File: src/rtl/uart_rx_cmd_ctrl_if.sv
// -----------------------------------------------------------------------------
// uart_rx_cmd_ctrl_if
//
// Purpose : command-side bundle between the UART packet controller and the
//           downstream consumer. Carries the valid/ready command handshake,
//           the latched command header and the payload-buffer read port.
//
// Parameters:
//   DATA_W   - byte width (matches UART_DATA_WIDTH of the controller)
//   MAX_LEN  - payload buffer depth, sets the read-address width
//
// Signals:
//   Cmd_Valid   controller -> consumer  command available
//   Cmd_Ready   consumer  -> controller  command accepted
//   Cmd_Opcode  controller -> consumer  command opcode
//   Cmd_Len     controller -> consumer  payload length
//   Pld_Raddr   consumer  -> controller  payload read address
//   Pld_Rdata   controller -> consumer  payload byte (combinational read)
//
// Modports: master = packet controller, slave = downstream consumer.
// -----------------------------------------------------------------------------
interface uart_rx_cmd_ctrl_if #(
  parameter int DATA_W  = 8,
  parameter int MAX_LEN = 16
);
  localparam int IDX_W = (MAX_LEN > 1) ? $clog2(MAX_LEN) : 1;

  logic              Cmd_Valid;
  logic              Cmd_Ready;
  logic [DATA_W-1:0] Cmd_Opcode;
  logic [DATA_W-1:0] Cmd_Len;
  logic [IDX_W-1:0]  Pld_Raddr;
  logic [DATA_W-1:0] Pld_Rdata;

  modport master (
    output Cmd_Valid,
    output Cmd_Opcode,
    output Cmd_Len,
    output Pld_Rdata,
    input  Cmd_Ready,
    input  Pld_Raddr
  );

  modport slave (
    input  Cmd_Valid,
    input  Cmd_Opcode,
    input  Cmd_Len,
    input  Pld_Rdata,
    output Cmd_Ready,
    output Pld_Raddr
  );
endinterface

File: src/rtl/uart_rx_cmd_ctrl.sv
// -----------------------------------------------------------------------------
// uart_rx_cmd_ctrl
//
// Purpose : packet controller sitting directly behind the UART receiver.
//           Frames received bytes into command packets
//             SYNC, CMD, LEN, payload[LEN], CHK
//           where CHK makes (CMD + LEN + payload) mod 256 equal zero.
//           Good commands are buffered and presented downstream over a
//           valid/ready handshake; a command whose opcode is CFG_OPCODE
//           instead reprograms the receiver's baud divisor from its 4-byte
//           little-endian payload.
//
// Optional feature (compile-time macro UART_RX_CMD_TIMEOUT_EN):
//   defined   - inter-byte timeout counter; a partial frame idle for
//               TIMEOUT_CYCLES clocks is abandoned with o_Err_Timeout.
//   undefined - no counter, o_Err_Timeout is tied low and a partial frame
//               waits indefinitely for its next byte.
//
// Ports:
//   i_Clock             in   system clock, all logic on its rising edge
//   i_Reset             in   synchronous active-high reset
//   i_Rx_DV             in   one-cycle byte-valid pulse from the receiver
//   i_Rx_Byte           in   received byte, qualified by i_Rx_DV
//   o_uart_config_data  out  baud divisor driven to the receiver
//   cmd_bus             if   command handshake + payload read port (master)
//   o_Err_Chk           out  one-cycle pulse: checksum mismatch
//   o_Err_Len           out  one-cycle pulse: LEN too large / bad config LEN
//   o_Err_Timeout       out  one-cycle pulse: inter-byte timeout
//   o_Overrun           out  one-cycle pulse: byte dropped while holding
// -----------------------------------------------------------------------------
module uart_rx_cmd_ctrl #(
  parameter int                             UART_DATA_WIDTH   = 8,
  parameter int                             CONFIG_DATA_WIDTH = 32,
  parameter int                             MAX_LEN           = 16,
  parameter logic [UART_DATA_WIDTH-1:0]     SYNC_BYTE         = 8'hA5,
  parameter logic [UART_DATA_WIDTH-1:0]     CFG_OPCODE        = 8'hC0,
  parameter logic [CONFIG_DATA_WIDTH-1:0]   DEFAULT_DIV       = 32'd437,
  parameter logic [31:0]                    TIMEOUT_CYCLES    = 32'd100000
) (
  input  logic                         i_Clock,
  input  logic                         i_Reset,
  input  logic                         i_Rx_DV,
  input  logic [UART_DATA_WIDTH-1:0]   i_Rx_Byte,
  output logic [CONFIG_DATA_WIDTH-1:0] o_uart_config_data,
  uart_rx_cmd_ctrl_if.master           cmd_bus,
  output logic                         o_Err_Chk,
  output logic                         o_Err_Len,
  output logic                         o_Err_Timeout,
  output logic                         o_Overrun
);

  localparam int BW    = UART_DATA_WIDTH;
  localparam int IDX_W = (MAX_LEN > 1) ? $clog2(MAX_LEN) : 1;

  localparam logic [BW-1:0]    ZERO_B    = {BW{1'b0}};
  localparam logic [BW-1:0]    ONE_B     = BW'(1);
  localparam logic [BW-1:0]    MAX_LEN_B = BW'(MAX_LEN);
  // The divisor word is carried as exactly four payload bytes.
  localparam logic [BW-1:0]    CFG_LEN_B = BW'(4);
  localparam logic [IDX_W-1:0] IDX_ZERO  = {IDX_W{1'b0}};
  localparam logic [IDX_W-1:0] IDX_ONE   = IDX_W'(1);

  localparam logic [2:0] S_SYNC = 3'd0;
  localparam logic [2:0] S_CMD  = 3'd1;
  localparam logic [2:0] S_LEN  = 3'd2;
  localparam logic [2:0] S_PLD  = 3'd3;
  localparam logic [2:0] S_CHK  = 3'd4;
  localparam logic [2:0] S_HOLD = 3'd5;

  logic [2:0]                   state_r;
  logic [BW-1:0]                opcode_r;
  logic [BW-1:0]                len_r;
  logic [BW-1:0]                sum_r;
  logic [IDX_W-1:0]             idx_r;
  logic                         cmd_valid_r;
  logic                         err_chk_r;
  logic                         err_len_r;
  logic                         err_tmo_r;
  logic                         overrun_r;
  logic [CONFIG_DATA_WIDTH-1:0] div_r;
  logic [BW-1:0]                buf_r [0:MAX_LEN-1];

  logic [BW-1:0]                sum_next_s;
  logic                         last_pld_s;
  logic                         len_bad_s;
  logic [4*BW-1:0]              cfg_word_s;
  logic                         tmo_hit_s;

  // Running checksum including the byte currently on the bus (wraps mod 256).
  assign sum_next_s = sum_r + i_Rx_Byte;

  // Current payload byte is the last one when idx has reached len-1.
  assign last_pld_s = (BW'(idx_r) == (len_r - ONE_B));

  // LEN rejected if it overflows the buffer, or a config command is not 4 bytes.
  assign len_bad_s = (i_Rx_Byte > MAX_LEN_B) ||
                     ((opcode_r == CFG_OPCODE) && (i_Rx_Byte != CFG_LEN_B));

  // Divisor assembled little-endian from the first four payload bytes.
  assign cfg_word_s = {buf_r[3], buf_r[2], buf_r[1], buf_r[0]};

`ifdef UART_RX_CMD_TIMEOUT_EN
  logic [31:0] tmo_cnt_r;
  logic        tmo_active_s;

  // Only a partially received frame can time out.
  assign tmo_active_s = (state_r == S_CMD) || (state_r == S_LEN) ||
                        (state_r == S_PLD) || (state_r == S_CHK);

  // A byte arriving in the expiry cycle wins over the timeout.
  assign tmo_hit_s = tmo_active_s && !i_Rx_DV &&
                     (tmo_cnt_r == (TIMEOUT_CYCLES - 32'd1));

  // Inter-byte idle counter; every byte (and hence every state entry) restarts it.
  always_ff @(posedge i_Clock) begin
    if (i_Reset) begin
      tmo_cnt_r <= 32'd0;
    end else if (!tmo_active_s || i_Rx_DV || tmo_hit_s) begin
      tmo_cnt_r <= 32'd0;
    end else begin
      tmo_cnt_r <= tmo_cnt_r + 32'd1;
    end
  end
`else
  logic unused_timeout_cfg_s;

  assign unused_timeout_cfg_s = ^TIMEOUT_CYCLES;
  assign tmo_hit_s            = 1'b0;
`endif

  // Frame parser: state, header fields, checksum, payload index, divisor,
  // command handshake and one-cycle error pulses.
  always_ff @(posedge i_Clock) begin
    if (i_Reset) begin
      state_r     <= S_SYNC;
      opcode_r    <= ZERO_B;
      len_r       <= ZERO_B;
      sum_r       <= ZERO_B;
      idx_r       <= IDX_ZERO;
      cmd_valid_r <= 1'b0;
      err_chk_r   <= 1'b0;
      err_len_r   <= 1'b0;
      err_tmo_r   <= 1'b0;
      overrun_r   <= 1'b0;
      div_r       <= DEFAULT_DIV;
    end else begin
      err_chk_r <= 1'b0;
      err_len_r <= 1'b0;
      err_tmo_r <= 1'b0;
      overrun_r <= 1'b0;

      if (tmo_hit_s) begin
        err_tmo_r <= 1'b1;
        state_r   <= S_SYNC;
      end else begin
        case (state_r)
          S_SYNC: begin
            // Anything other than the marker is line noise and is dropped.
            if (i_Rx_DV && (i_Rx_Byte == SYNC_BYTE)) begin
              sum_r   <= ZERO_B;
              state_r <= S_CMD;
            end
          end

          S_CMD: begin
            if (i_Rx_DV) begin
              opcode_r <= i_Rx_Byte;
              sum_r    <= i_Rx_Byte;
              state_r  <= S_LEN;
            end
          end

          S_LEN: begin
            if (i_Rx_DV) begin
              len_r <= i_Rx_Byte;
              sum_r <= sum_next_s;
              if (len_bad_s) begin
                err_len_r <= 1'b1;
                state_r   <= S_SYNC;
              end else if (i_Rx_Byte == ZERO_B) begin
                state_r <= S_CHK;
              end else begin
                idx_r   <= IDX_ZERO;
                state_r <= S_PLD;
              end
            end
          end

          S_PLD: begin
            // SYNC_BYTE here is ordinary data; framing is by length only.
            if (i_Rx_DV) begin
              sum_r <= sum_next_s;
              if (last_pld_s) begin
                state_r <= S_CHK;
              end else begin
                idx_r <= idx_r + IDX_ONE;
              end
            end
          end

          S_CHK: begin
            if (i_Rx_DV) begin
              if (sum_next_s != ZERO_B) begin
                err_chk_r <= 1'b1;
                state_r   <= S_SYNC;
              end else if (opcode_r == CFG_OPCODE) begin
                div_r   <= CONFIG_DATA_WIDTH'(cfg_word_s);
                state_r <= S_SYNC;
              end else begin
                cmd_valid_r <= 1'b1;
                state_r     <= S_HOLD;
              end
            end
          end

          S_HOLD: begin
            // Buffer is frozen while the command is offered; new bytes are lost.
            if (i_Rx_DV) begin
              overrun_r <= 1'b1;
            end
            if (cmd_valid_r && cmd_bus.Cmd_Ready) begin
              cmd_valid_r <= 1'b0;
              state_r     <= S_SYNC;
            end
          end

          default: begin
            cmd_valid_r <= 1'b0;
            state_r     <= S_SYNC;
          end
        endcase
      end
    end
  end

  // Payload store; contents are only meaningful up to the latched length.
  always_ff @(posedge i_Clock) begin
    if (i_Rx_DV && (state_r == S_PLD)) begin
      buf_r[idx_r] <= i_Rx_Byte;
    end
  end

  assign cmd_bus.Cmd_Valid  = cmd_valid_r;
  assign cmd_bus.Cmd_Opcode = opcode_r;
  assign cmd_bus.Cmd_Len    = len_r;
  assign cmd_bus.Pld_Rdata  = buf_r[cmd_bus.Pld_Raddr];

  assign o_uart_config_data = div_r;
  assign o_Err_Chk          = err_chk_r;
  assign o_Err_Len          = err_len_r;
  assign o_Err_Timeout      = err_tmo_r;
  assign o_Overrun          = overrun_r;

endmodule

File: src/flat_wrapper.sv
// flat-port wrapper written by rule: the top's interface ports become plain ports
module uart_rx_cmd_ctrl_flat 
#(
  parameter int                             UART_DATA_WIDTH   = 8,
  parameter int                             CONFIG_DATA_WIDTH = 32,
  parameter int                             MAX_LEN           = 16,
  parameter logic [UART_DATA_WIDTH-1:0]     SYNC_BYTE         = 8'hA5,
  parameter logic [UART_DATA_WIDTH-1:0]     CFG_OPCODE        = 8'hC0,
  parameter logic [CONFIG_DATA_WIDTH-1:0]   DEFAULT_DIV       = 32'd437,
  parameter logic [31:0]                    TIMEOUT_CYCLES    = 32'd100000
)
  (i_Clock, i_Reset, i_Rx_DV, i_Rx_Byte, o_uart_config_data, o_Err_Chk, o_Err_Len, o_Err_Timeout, o_Overrun, cmd_bus_Cmd_Valid, cmd_bus_Cmd_Opcode, cmd_bus_Cmd_Len, cmd_bus_Pld_Rdata, cmd_bus_Cmd_Ready, cmd_bus_Pld_Raddr);
  uart_rx_cmd_ctrl_if #(.DATA_W(8), .MAX_LEN(MAX_LEN)) cmd_bus_i ();
  input  logic i_Clock;
  input  logic i_Reset;
  input  logic i_Rx_DV;
  input  logic [UART_DATA_WIDTH-1:0] i_Rx_Byte;
  output logic [CONFIG_DATA_WIDTH-1:0] o_uart_config_data;
  output logic o_Err_Chk;
  output logic o_Err_Len;
  output logic o_Err_Timeout;
  output logic o_Overrun;
  output wire logic [$bits(cmd_bus_i.Cmd_Valid)-1:0] cmd_bus_Cmd_Valid;
  output wire logic [$bits(cmd_bus_i.Cmd_Opcode)-1:0] cmd_bus_Cmd_Opcode;
  output wire logic [$bits(cmd_bus_i.Cmd_Len)-1:0] cmd_bus_Cmd_Len;
  output wire logic [$bits(cmd_bus_i.Pld_Rdata)-1:0] cmd_bus_Pld_Rdata;
  input wire logic [$bits(cmd_bus_i.Cmd_Ready)-1:0] cmd_bus_Cmd_Ready;
  input wire logic [$bits(cmd_bus_i.Pld_Raddr)-1:0] cmd_bus_Pld_Raddr;
  assign cmd_bus_Cmd_Valid = cmd_bus_i.Cmd_Valid;
  assign cmd_bus_Cmd_Opcode = cmd_bus_i.Cmd_Opcode;
  assign cmd_bus_Cmd_Len = cmd_bus_i.Cmd_Len;
  assign cmd_bus_Pld_Rdata = cmd_bus_i.Pld_Rdata;
  assign cmd_bus_i.Cmd_Ready = cmd_bus_Cmd_Ready;
  assign cmd_bus_i.Pld_Raddr = cmd_bus_Pld_Raddr;
  uart_rx_cmd_ctrl #(.UART_DATA_WIDTH(UART_DATA_WIDTH), .CONFIG_DATA_WIDTH(CONFIG_DATA_WIDTH), .MAX_LEN(MAX_LEN), .SYNC_BYTE(SYNC_BYTE), .CFG_OPCODE(CFG_OPCODE), .DEFAULT_DIV(DEFAULT_DIV), .TIMEOUT_CYCLES(TIMEOUT_CYCLES)) u_core (.i_Clock(i_Clock), .i_Reset(i_Reset), .i_Rx_DV(i_Rx_DV), .i_Rx_Byte(i_Rx_Byte), .o_uart_config_data(o_uart_config_data), .cmd_bus(cmd_bus_i), .o_Err_Chk(o_Err_Chk), .o_Err_Len(o_Err_Len), .o_Err_Timeout(o_Err_Timeout), .o_Overrun(o_Overrun));
endmodule
File: config.mk
export PLATFORM = sky130hd
export DESIGN_NAME = uart_rx_cmd_ctrl_flat
export DESIGN_NICKNAME = d
export VERILOG_FILES = /design/src/rtl/uart_rx_cmd_ctrl_if.sv /design/src/rtl/uart_rx_cmd_ctrl.sv /design/src/flat_wrapper.sv
export SDC_FILE = /design/constraint.sdc
export NUM_CORES = 1
export LEC_CHECK = 0
export BUFFER_PORTS_ARGS = -buffer_cell sky130_fd_sc_hd__clkbuf_2
export CAP_MARGIN = 20
export CORE_ASPECT_RATIO = 0.5
export CORE_MARGIN = 2
export CORE_UTILIZATION = 58
export CTS_BUF_LIST = sky130_fd_sc_hd__clkbuf_2 sky130_fd_sc_hd__clkbuf_4 sky130_fd_sc_hd__clkbuf_8
export DETAILED_ROUTE_END_ITERATION = 16
export GPL_ROUTABILITY_DRIVEN = 0
export HOLD_SLACK_MARGIN = 0.15
export PLACE_DENSITY = 0.78
export SLEW_MARGIN = 25
export SYNTH_ARGS = -nofsm -noshare
export SYNTH_HDL_FRONTEND = slang
export SYNTH_SLANG_ARGS = --single-unit
export TNS_END_PERCENT = 50
File: constraint.sdc
create_clock -name i_Clock -period 3.1 [get_ports i_Clock]
set_input_delay 0.31 -clock i_Clock [delete_from_list [all_inputs] [get_ports i_Clock]]
set_output_delay 0.31 -clock i_Clock [all_outputs]
set_load 0.02 [all_outputs]
==> results_dict.tcl <==
set metrics [dict create \
    grt_pass1_wl_um 30470 \
    slew_viol_final 0 \
    synth_top_area_cell "edfxtp_1" \
    synth_warnings 0 \
    cts-resized-gates 0 \
    p_int_mw 3.568 \
    io_buffer_count 75 \
    antenna_cells 0 \
    area_delta_synth_final_pct 14.06 \
    min_path_type "in -> reg" \
    hold_start "cmd_bus_Cmd_Ready" \
    postSynthAreaPerCell_um2 13.53 \
    reg2reg_slack_ns 0.29 \
    cap_violations 0 \
    p_sw_mw 1.213 \
    min_path_cells 4 \
    reg2reg_to "o_uart_config_data[6]" \
    min_to "u_core.cmd_bus.Cmd_Valid" \
    cts_htree_levels 4 \
    synth_cell_types 71 \
    post-cts-setup-buffer-count 0 \
    avgRoutedWirePerCell_um 22.03 \
    worst-r2r-cell-count 9 \
    worst_slack_ns 0.2894 \
    finalWirelength_um 20470 \
    synth_enable_flop_cells 128 \
    worst_slew_pin_slew_ns 0.7438 \
    setup_viol 0 \
    grt_overflow 0 \
    max_slew_margin 0.4976 \
    hold_violations 0 \
    hpwlAfterDp_um 14020 \
    ys_ff_latch 195 \
    async_reset_ff_frac 0 \
    ys_seq_area_frac 0.6093 \
    cts_tree "built" \
    final_common_cell "edfxtp_1" \
    worst_setup_path_end_kind "register" \
    ant_nets 0 \
    hold-worst-slack_ns 0.2366 \
    drt-pass1-iter-count 6 \
    grt_setup_unrepaired "false" \
    row_count 31 \
    period_needed_ns 2.811 \
    critPathTopFamily "compound AO/OA/AOI/OAI gates" \
    grt_start_max_net_pins 58 \
    layout.nets 747 \
    arrival_ns 3.20 \
    sw_frac_of_total 0.2537 \
    netlist_top_cells_area "edfxtp_1 (45%), dfxtp_1 (16%), mux4_2 (11%), a21oi_1 (3.1%), o31ai_1 (3.0%)" \
    die_height_um 89.65 \
    ys.flop_type "edfxtp_1" \
    clockBufferDepth 2 \
    drive_gt1_frac 0.2818 \
    power_frac_seq 0.578 \
    drtIter0Drc 749 \
    power_density_mw_per_mm2 492.6 \
    p_comb_frac 0.058 \
    syn_area_mm2 0.008509 \
    synth_top_area_share 0.4517 \
    critPathKind "reg -> reg" \
    post-place-ws_ns 0.1765 \
    path_max_fanout 21 \
    die_w_um 175.3 \
    max_stage_delay_ns 0.62 \
    reg2reg_from "u_core.sum_r[0]" \
    worst_clock_skew_ns 0.01251 \
    root_buffer "clkbuf_8" \
    initial_core_util 0.5913 \
    track_usage 0.2663 \
    leakage_nw 3.289 \
    most-common-layout-cells "edfxtp_1 (128), clkbuf_2 (75), dfxtp_1 (67)" \
    cts_sinks 195 \
    syn_nets 658 \
    cp.required_ns 3.49 \
    clockPowerShare 0.364 \
    cts.clk_slew.worst_paths_ns 0.11 \
    path_cells "ha_1 > fa_1 > a211oi_2 > o21ai_1 > and3_1 > o22ai_2 > buf_12 > o31ai_1 > a21oi_1" \
    max_freq_mhz 355.8 \
    outcome "finished clean" \
    vias 5873 \
    grt_pass1_vias 5441 \
    ios 77 \
    peakVddDrop_mv 0.2786 \
    core_area_mm2 0.01439 \
    antenna_found_initial 0 \
    hold_buffers 0 \
    clock_latency_ns 0.46 \
    cts_buffers 17 \
    drc_errors 0 \
    setup-tns-final_ns 0 \
    die-area_mm2 0.01572 \
    syn_inst 629 \
    slowest_stage "o22ai_2" \
    critPathBufInv 1 \
    vias_per_cell 6.322 \
    min_period_over_period 0.9066 \
    cp-start-kind "register" \
]
## routing by layer
metal	vias to the layer above	track usage	part of all wire
li1	2656	-	-
met1	2896	0.3590	0.42
met2	284	0.4463	0.48
met3	37	0.05513	0.080
met4	0	0.08712	0.017
met5	-	0	0
## state kept, by name, indices dropped and copies added, names as in the netlist
signal / cells
u_core.cmd_bus.Cmd_Opcode: 8
u_core.buf_r: 128
o_uart_config_data: 32
u_core.cmd_bus.Cmd_Len: 8
u_core.o_Err_Chk: 1
u_core.state_r: 3
u_core.sum_r: 8
u_core.idx_r: 4
u_core.o_Overrun: 1
u_core.cmd_bus.Cmd_Valid: 1
u_core.o_Err_Len: 1
## power by group through the flow
stage	clock (mW)	combinational, mW	sequential (mW)
final	1.74	0.279	2.76
after CTS	1.76	0.277	2.76
after global placement	0	0.270	2.82
after floorplan	0	0.156	2.82
after detailed placement	0	0.277	2.82
after global routing	1.86	0.295	2.76
## Yosys cell counts (all sizes together), types with 3 or more instances
master and instances:
nor2 44, inv 12, nor4 4, o31a 3
ha 12, buf 20, o31ai 34, nand4 35
mux2i 11, o21ba 4, a211oi 5, xnor2 4
or4 3, a22oi 4, nand2 32, nand3 13
clkbuf 23, mux4 40, or3 6, edfxtp 128
a21oi 54, nor3 17, o21ai 12, dfxtp 67
xor2 4
## final cells by class
cell class              instances  area [um^2]
clock inverters                15        203.9
repair buffers                113        685.7
multi-input cells             379         3104
well taps                     198        247.7
flip-flops and latches        195         5185
clock buffers                  17        234.0
inverters                      12        45.04
fillers                      1011         4684
## metrics by stage
stage	total power [mW]	util	instance area, um^2	instances
after floorplan	2.978	-	8509	629
final	4.781	0.6745	9706	929
after global placement	3.091	0.6440	9268	897
after CTS	4.796	0.6745	9706	929
after global routing	4.916	0.6745	9706	929
after detailed placement	3.098	0.6440	9268	897
## how the worst max path moves through the flow
stage / cells after the start / from / end
finish: 9 / u_core.sum_r[0] / o_uart_config_data[6]
global route: 9 / u_core.sum_r[0] / o_uart_config_data[6]
CTS: 9 / u_core.sum_r[0] / o_uart_config_data[22]
detailed placement: 10 / i_Rx_Byte[0] / o_uart_config_data[22]
global placement: 10 / i_Rx_Byte[0] / o_uart_config_data[15]
floorplan: 10 / i_Rx_Byte[0] / o_uart_config_data[0]
## worst register-to-register path, cell delays in order, from the launching register on
cell and delay, ns:
dfxtp_1 0.33, ha_1 0.21, fa_1 0.45, a211oi_2 0.26
o21ai_1 0.12, and3_1 0.22, o22ai_2 0.62, buf_12 0.25
o31ai_1 0.10, a21oi_1 0.17
## cell families (layout without fill, tap and decap cells)
kind of cell / count (synthesis) / after routing / share of synthesized area
AOI/OAI and AO/OA: 136 / 136 / 0.1081
xor gates and xnor gates: 8 / 8 / 0.008233
adders and majority gates: 13 / 13 / 0.02000
buffers and inverters: 55 / 157 / 0.02691
DFF: 195 / 195 / 0.6093
muxes: 52 / 52 / 0.1201
other: 1 / 1 / 0.0004407
and+or+nand+nor: 169 / 169 / 0.1069
Power figures use the tool's default switching activity.
